--- src/rtl/dff_bank_write_arbiter.sv ---
// Round-robin write arbiter for one shared enable-gated flip-flop bank.
// One requester wins per transaction; its data is written in a single enable cycle, then acknowledged.
module dff_bank_write_arbiter #(
    parameter int NUM_REQ = 4,
    parameter int WIDTH   = 8
) (
    input  logic                       clock,
    input  logic                       reset_n,
    input  logic [NUM_REQ-1:0]         req,
    input  logic [NUM_REQ*WIDTH-1:0]   data,
    output logic [NUM_REQ-1:0]         grant,
    output logic [NUM_REQ-1:0]         ack,
    output logic [WIDTH-1:0]           ff_d,
    output logic                       ff_enable,
    output logic                       busy,
    output logic [1:0]                 state_dbg
);
    localparam int PW = (NUM_REQ > 1) ? $clog2(NUM_REQ) : 1;

    // Handshake: a requester raises req and holds it (data may change freely) until it
    // sees its one-cycle ack; grant stays with it until req is sampled low again.
    typedef enum logic [1:0] {
        IDLE    = 2'd0,
        WRITE   = 2'd1,
        DONE    = 2'd2,
        RELEASE = 2'd3
    } state_t;

    state_t               state_q;
    logic [PW-1:0]        ptr_q;
    logic [PW-1:0]        winner_q;
    logic [NUM_REQ-1:0]   grant_q;
    logic [NUM_REQ-1:0]   ack_q;
    logic [WIDTH-1:0]     ff_d_q;
    logic                 ff_enable_q;

    logic                 found;
    logic [PW-1:0]        win_idx;
    logic [PW-1:0]        ptr_d;
    logic [NUM_REQ-1:0]   win_onehot;
    logic [WIDTH-1:0]     win_data;

    // First requesting index at or after ptr, wrapping around.
    always_comb begin
        found   = 1'b0;
        win_idx = '0;
        for (int k = 0; k < NUM_REQ; k++) begin
            if (!found && req[(int'(ptr_q) + k) % NUM_REQ]) begin
                found   = 1'b1;
                win_idx = PW'((int'(ptr_q) + k) % NUM_REQ);
            end
        end
        ptr_d      = (win_idx == PW'(NUM_REQ - 1)) ? '0 : win_idx + PW'(1);
        win_onehot = NUM_REQ'(1) << win_idx;
        win_data   = data[int'(win_idx) * WIDTH +: WIDTH];
    end

    always_ff @(posedge clock or negedge reset_n) begin
        if (!reset_n) begin
            state_q     <= IDLE;
            ptr_q       <= '0;
            winner_q    <= '0;
            grant_q     <= '0;
            ack_q       <= '0;
            ff_d_q      <= '0;
            ff_enable_q <= 1'b0;
        end else begin
            case (state_q)
                IDLE: begin
                    if (|req) begin
                        winner_q    <= win_idx;
                        grant_q     <= win_onehot;
                        ff_d_q      <= win_data;
                        ff_enable_q <= 1'b1;
                        ptr_q       <= ptr_d;
                        state_q     <= WRITE;
                    end else begin
                        grant_q     <= '0;
                        ack_q       <= '0;
                        ff_enable_q <= 1'b0;
                    end
                end
                WRITE: begin
                    ff_enable_q <= 1'b0;
                    ack_q       <= grant_q;
                    state_q     <= DONE;
                end
                DONE: begin
                    ack_q   <= '0;
                    state_q <= RELEASE;
                end
                RELEASE: begin
                    // A requester that keeps req high blocks everyone else here.
                    if (!req[winner_q]) begin
                        grant_q <= '0;
                        state_q <= IDLE;
                    end
                end
                default: state_q <= IDLE;
            endcase
        end
    end

    assign grant     = grant_q;
    assign ack       = ack_q;
    assign ff_d      = ff_d_q;
    assign ff_enable = ff_enable_q;
    assign busy      = (state_q != IDLE);
    assign state_dbg = state_q;

endmodule

--- config.mk ---
export PLATFORM = sky130hd
export DESIGN_NAME = dff_bank_write_arbiter
export DESIGN_NICKNAME = d
export VERILOG_FILES = /design/src/rtl/dff_bank_write_arbiter.sv
export SDC_FILE = /design/constraint.sdc
export NUM_CORES = 1
export LEC_CHECK = 0
export CORE_ASPECT_RATIO = 1.4
export CORE_MARGIN = 3
export CORE_UTILIZATION = 30
export DETAILED_ROUTE_END_ITERATION = 16
export SLEW_MARGIN = 40
export SYNTH_ARGS = -nofsm -noshare
export SYNTH_HDL_FRONTEND = slang
export SYNTH_SLANG_ARGS = --single-unit
--- constraint.sdc ---
create_clock -name clock -period 2.2 [get_ports clock]
set_input_delay 0.44 -clock clock [delete_from_list [all_inputs] [get_ports clock]]
set_output_delay 0.44 -clock clock [all_outputs]
set_load 0.1 [all_outputs]
==> results.sh, run 1 <==
export IMPL_outcome="finished, final reports clean"
export IMPL_final_seq_area_sq_um=583
export IMPL_regToRegSetupSlack_ns=0.34
export IMPL_multi_input_area_sq_um=830
export IMPL_final_core_util_pct=48.5
export IMPL_synth_area_sq_mm=0.00147
export IMPL_ctsRootBufferMaster="sky130_fd_sc_hd__clkbuf_8"
export IMPL_buffer_ports_inserted=57
export IMPL_critPathKind="input port to register"
export IMPL_synth_ff_latch_count=23
export IMPL_post_route_min_period_ns=1.94
export IMPL_clkSinkCount=23
export IMPL_die_height_um=88.7
export IMPL_fp_dieW_um=65.1
export IMPL_cts_resized=0
export IMPL_worst_ep_arrival_time_ns=2.13
export IMPL_post_drt_wl_per_cell_um=14.6
export IMPL_synth_commonest_cells="23 x sky130_fd_sc_hd__dfrtp_1, 21 x sky130_fd_sc_hd__nand2_1, 13 x sky130_fd_sc_hd__nor2_1"
export IMPL_total_clock_buffers_created_by_cts=3
export IMPL_placementRows=29
export IMPL_synthTopCellsByArea="sky130_fd_sc_hd__dfrtp_1 39%, sky130_fd_sc_hd__a2111oi_2 7.2%, sky130_fd_sc_hd__a211oi_2 6.8%"
export IMPL_die_outline_area_sq_mm=0.00578
export IMPL_post_dp_hpwl_um=3110
export IMPL_tritoncts_clock_tree="done"
export IMPL_power_per_cell_area_mw_per_mm2=1740
export IMPL_drive_gt1_share_pct=34.8
export IMPL_post_synth_edffs=0
export IMPL_wire_length_of_the_first_global_routing_pass_um=6560
export IMPL_post_synth_top_count_cell="sky130_fd_sc_hd__dfrtp_1"
export IMPL_rsz_0062_raised_after_global_routing="no"
export IMPL_first_global_vias=1420
export IMPL_ant_nets=0
export IMPL_critical_path_max_fanout=13
export IMPL_max_cap_violations=0
export IMPL_area_leader_netlist="sky130_fd_sc_hd__dfrtp_1"
export IMPL_final_setup_tns_ns=0
export IMPL_syn_inst=139
export IMPL_post_route_period_util_pct=88.2
export IMPL_grt_util_all_layers_pct=14.5
export IMPL_clk_latency_ns=0.27
export IMPL_cts_max_level=1
export IMPL_route_vias_total=1310
export IMPL_syn_num_nets=182
export IMPL_timing_max_slew_rel_slack_pct=64.6
export IMPL_cts_path_max_buffers=2
export IMPL_yosys_cell_types_count=35
export IMPL_detailedRoute_firstPassIterationCount=4
export IMPL_tightest_hold_margin_ns=0.488
export IMPL_final_setup_viol_count=0
export IMPL_fmax_mhz=515
export IMPL_p_leak_nw=0.960
export IMPL_grt_max_degree=24
export IMPL_final_critical_path_setup_slack_ns=0.259
export IMPL_timing_hold_worst_class="register to register"
export IMPL_routed_wirelength_um=3970
export IMPL_synth_top_flop_cell="sky130_fd_sc_hd__dfrtp_1"
export IMPL_crit_path_launch_type="input port"
export IMPL_design_final_nets=254
export IMPL_post_cts_hold_buffer_count=0
export IMPL_post_synth_top_area_fraction_pct=39.2
export IMPL_drt_drc=0
export IMPL_core_region_area_sq_mm=0.00461
export IMPL_end_kind="register"
export IMPL_post_synth_cell_area_avg_sq_um=10.5
export IMPL_fin_skew_ns=0.00367
export IMPL_drt_vias_per_instance=4.82
export IMPL_area_growth_syn_to_layout_pct=52.5
export IMPL_antenna_found_initial=0
export IMPL_irDropWorstVdd_mv=0.749
export IMPL_initial_utilization_pct=31.8
export IMPL_yosysWarnings=0
export IMPL_final_fill_count=451
export IMPL_num_io_pins=58
export IMPL_timing_worst_slew_pin_value_ns=0.526
export IMPL_dpl_worst_slack_ns=-0.0270
export IMPL_post_cts_repair_setup_buffers=0
export IMPL_finalWeightedCongestion=0.815
export IMPL_final_count_of_pins_violating_max_slew=0
export IMPL_grt_total_ovfl=0
export IMPL_clk_transition_reported_paths_ns=0.09
export IMPL_ys_seq_area_share_pct=39.2
export IMPL_ys_async_sr_fraction_pct=100
export IMPL_drt_first_iter_violations=29
export IMPL_hold_violations=0
export IMPL_antennaDiodeCount=0
export IMPL_worstPathRequired_ns=2.39
==> path summary, 6_finish.rpt <==
path,start,to,cells past startpoint
max in group asynchronous,reset_n,state_dbg[0]$_DFFE_PN0P_,2
worst max register to register,state_dbg[1]$_DFFE_PN0P_,ff_d[2]$_DFFE_PN0P_,5
worst max-delay path,req[0],ff_d[2]$_DFFE_PN0P_,6
worst min register to register,ack[1]$_DFFE_PN0P_,ack[1]$_DFFE_PN0P_,2
min in group asynchronous,reset_n,ff_enable$_DFFE_PN0P_,2
worst min-delay path,ack[1]$_DFFE_PN0P_,ack[1]$_DFFE_PN0P_,2
==> worst max-delay path, stage by stage <==
cell and delay, ns:
sky130_fd_sc_hd__clkdlybuf4s50_1 0.48, sky130_fd_sc_hd__buf_4 0.18, sky130_fd_sc_hd__nor4_2 0.36, sky130_fd_sc_hd__or2b_4 0.34, sky130_fd_sc_hd__nor2_4 0.13, sky130_fd_sc_hd__a211oi_2 0.20
==> area by class of cell <==
| type | count | area share [%] |
|---|---|---|
| Multi-Input combinational cell | 105 | 37.1 |
| Timing Repair Buffer | 72 | 30.0 |
| Sequential cell | 23 | 26.1 |
| Tap cell | 62 | 3.47 |
| Clock buffer | 3 | 1.85 |
| Inverter | 6 | 1.29 |
| Clock inverter | 1 | 0.224 |
==> where the power goes <==
group	leakage [nW]	switching, W	internal (W)
clock	0.0255	0.000150	0.000127
combinational	0.656	0.00198	0.000861
sequential	0.278	0.000144	0.000633
total	0.960	0.00227	0.00162
==> placed cells by master (no fill, tap or decap), types with 2 or more instances in the layout <==
cell                              Yosys  layout
sky130_fd_sc_hd__dfrtp_1             23      21
sky130_fd_sc_hd__nand2_1             21      21
sky130_fd_sc_hd__nor3_1              10      10
sky130_fd_sc_hd__clkdlybuf4s50_1      0      37
sky130_fd_sc_hd__a211oi_2             8       8
sky130_fd_sc_hd__o21ai_0              6       6
sky130_fd_sc_hd__buf_12               0       3
sky130_fd_sc_hd__mux2i_1              9       9
sky130_fd_sc_hd__a32o_1               3       3
sky130_fd_sc_hd__a21oi_2              1       2
sky130_fd_sc_hd__nor2_1              13      12
sky130_fd_sc_hd__clkbuf_8             0       3
sky130_fd_sc_hd__buf_4                1      32
sky130_fd_sc_hd__inv_1                4       3
sky130_fd_sc_hd__dfrtp_4              0       2
sky130_fd_sc_hd__a21o_1               2       2
sky130_fd_sc_hd__a21oi_1              4       3
sky130_fd_sc_hd__a2111oi_2            7       7
sky130_fd_sc_hd__ha_1                 5       4
==> routing by layer <==
| layer | part of all wire, % | GRT usage, % | vias to the layer above |
|---|---|---|---|
| li1 | - | - | 650 |
| met1 | 43 | 17.1 | 611 |
| met2 | 51 | 26.2 | 47 |
| met3 | 6.1 | 2.54 | 2 |
| met4 | 0.43 | 5.66 | 0 |
| met5 | 0 | 0 | - |
==> cells by family after synthesis <==
kind of cell | synth area share, %
compound gates | 25.6
simple gates | 18.4
buf+inv | 4.78
fa+ha+maj | 4.27
mux | 7.68
flops | 39.2
==> metrics by stage <==
step,total power (W),instances,area [sq um]
global route,0.00411,272,2240
floorplan,0.00296,139,1490
global placement,0.00362,268,2190
CTS,0.00394,272,2240
finish,0.00389,272,2240
detailed placement,0.00365,268,2190
==> registers in the layout (all words and copies together), names as in the netlist <==
signal,count
winner_q,2
ff_enable,1
grant,4
state_dbg,2
ff_d,8
ack,4
ptr_q,2
Power figures use the tool's default switching activity.
==> inputs of run 2 (changes only) <==
Settings changed: CAP_MARGIN from default to 10, CORE_UTILIZATION 30 to 47, PLACE_DENSITY from default to 0.86.
Clock period 2.2 ns to 2.5 ns, I/O delays scaled along.
==> results.sh, run 2 (same netlist as run 1, synthesis figures left out) <==
export IMPL_outcome="finished, final reports clean"
export IMPL_hold_violations=0
export IMPL_detailedRoute_firstPassIterationCount=4
export IMPL_finalWeightedCongestion=0.856
export IMPL_post_route_period_util_pct=84.2
export IMPL_largest_register_ff_count=8
export IMPL_buffer_ports_inserted=57
export IMPL_cts_resized=0
export IMPL_critPathKind="input port to register"
export IMPL_die_height_um=72.1
export IMPL_post_drt_wl_per_cell_um=15.4
export IMPL_post_cts_repair_setup_buffers=0
export IMPL_clkSinkCount=23
export IMPL_wire_length_of_the_first_global_routing_pass_um=6220
export IMPL_post_dp_hpwl_um=2890
export IMPL_fp_dieW_um=53.2
export IMPL_final_count_of_pins_violating_max_slew=0
export IMPL_die_outline_area_sq_mm=0.00384
export IMPL_drive_gt1_share_pct=30.0
export IMPL_core_region_area_sq_mm=0.00294
export IMPL_final_setup_viol_count=0
export IMPL_drt_drc=0
export IMPL_antenna_found_initial=0
export IMPL_design_final_nets=244
export IMPL_grt_util_all_layers_pct=21.7
export IMPL_grt_total_ovfl=0
export IMPL_final_critical_path_setup_slack_ns=0.395
export IMPL_clk_latency_ns=0.27
export IMPL_final_cell_mix="37 x sky130_fd_sc_hd__clkdlybuf4s50_1, 24 x sky130_fd_sc_hd__buf_4, 21 x sky130_fd_sc_hd__nand2_1, 21 x sky130_fd_sc_hd__dfrtp_1, 12 x sky130_fd_sc_hd__nor2_1"
export IMPL_cts_max_level=1
export IMPL_grt_max_degree=24
export IMPL_rsz_0062_raised_after_global_routing="no"
export IMPL_drt_vias_per_instance=5.60
export IMPL_tritoncts_clock_tree="done"
export IMPL_post_cts_hold_buffer_count=0
export IMPL_end_kind="register"
export IMPL_routed_wirelength_um=3650
export IMPL_dpl_worst_slack_ns=0.114
export IMPL_route_vias_total=1327
export IMPL_drt_first_iter_violations=23
export IMPL_worstPathRequired_ns=2.64
export IMPL_crit_path_launch_type="input port"
export IMPL_critical_path_max_fanout=8
export IMPL_first_global_vias=1415
export IMPL_timing_hold_worst_class="register to register"
export IMPL_clk_transition_reported_paths_ns=0.08
export IMPL_layout_cells_most_common="sky130_fd_sc_hd__clkdlybuf4s50_1"
export IMPL_max_cap_violations=0
export IMPL_num_io_pins=58
export IMPL_fin_skew_ns=0.00104
export IMPL_total_clock_buffers_created_by_cts=3
export IMPL_worst_ep_arrival_time_ns=2.24
export IMPL_timing_max_slew_rel_slack_pct=65.4
export IMPL_antennaDiodeCount=0
export IMPL_ctsRootBufferMaster="sky130_fd_sc_hd__clkbuf_8"
export IMPL_final_setup_tns_ns=0
export IMPL_timing_worst_slew_pin_value_ns=0.518
export IMPL_placementRows=23
export IMPL_cts_path_max_buffers=2
export IMPL_initial_utilization_pct=50.0
export IMPL_area_growth_syn_to_layout_pct=42.5
export IMPL_ant_nets=0
export IMPL_post_route_min_period_ns=2.11
export IMPL_fmax_mhz=475
-- run 2: worst max-delay path, stage by stage --
cell and delay (ns):
sky130_fd_sc_hd__clkdlybuf4s50_1 0.59, sky130_fd_sc_hd__mux2i_1 0.13, sky130_fd_sc_hd__nor2_1 0.42, sky130_fd_sc_hd__nor3_1 0.14, sky130_fd_sc_hd__a2111oi_2 0.37, sky130_fd_sc_hd__a211oi_2 0.09
-- run 2: final cells by class --
type,count,area (sq um)
fillers,252,846
flip-flops and latches,23,578
repair buffers,62,571
clock inverters,1,5.00
clock buffers,3,41.3
well taps,37,46.3
inverters,6,25.0
multi-input cells,105,823
-- run 2: stage by stage --
stage	utilization (%)	cells	hold WS [ns]	area, sq um
4_1_cts	71.1	237	0.495	2090
2_1_floorplan	-	139	0.204	1470
3_5_place_dp	69.5	233	0.477	2040
6_report	71.2	237	0.491	2090
3_3_place_gp	69.5	233	0.464	2040
5_1_grt	71.2	237	0.536	2090
-- run 2: worst paths after layout --
kind                                           start                  endpoint  slack [ns]  cells after the start
worst max register to register  ptr_q[1]$_DFFE_PN0P_       ff_d[2]$_DFFE_PN0P_        0.68                      6
worst min register to register    ack[2]$_DFFE_PN0P_        ack[2]$_DFFE_PN0P_        0.49                      2
max in group asynchronous                    reset_n  state_dbg[0]$_DFFE_PN0P_        1.66                      2
min in group asynchronous                    reset_n     ff_enable$_DFFE_PN0P_        0.59                      2
worst max-delay path                          req[0]       ff_d[2]$_DFFE_PN0P_        0.39                      6
worst min-delay path              ack[2]$_DFFE_PN0P_        ack[2]$_DFFE_PN0P_        0.49                      2
-- run 2: metal layers --
layer | vias to the layer above | track usage (%) | wire, um
li1 | 630 | - | -
met1 | 637 | 24.2 | 1430
met2 | 56 | 39.0 | 1900
met3 | 4 | 4.52 | 267
met4 | 0 | 7.95 | 57
met5 | - | 0 | 0
Power of run 2 is left out: the tool's default activity adds up to more than one toggle a clock period on the data nets, which glitch-free logic cannot reach.
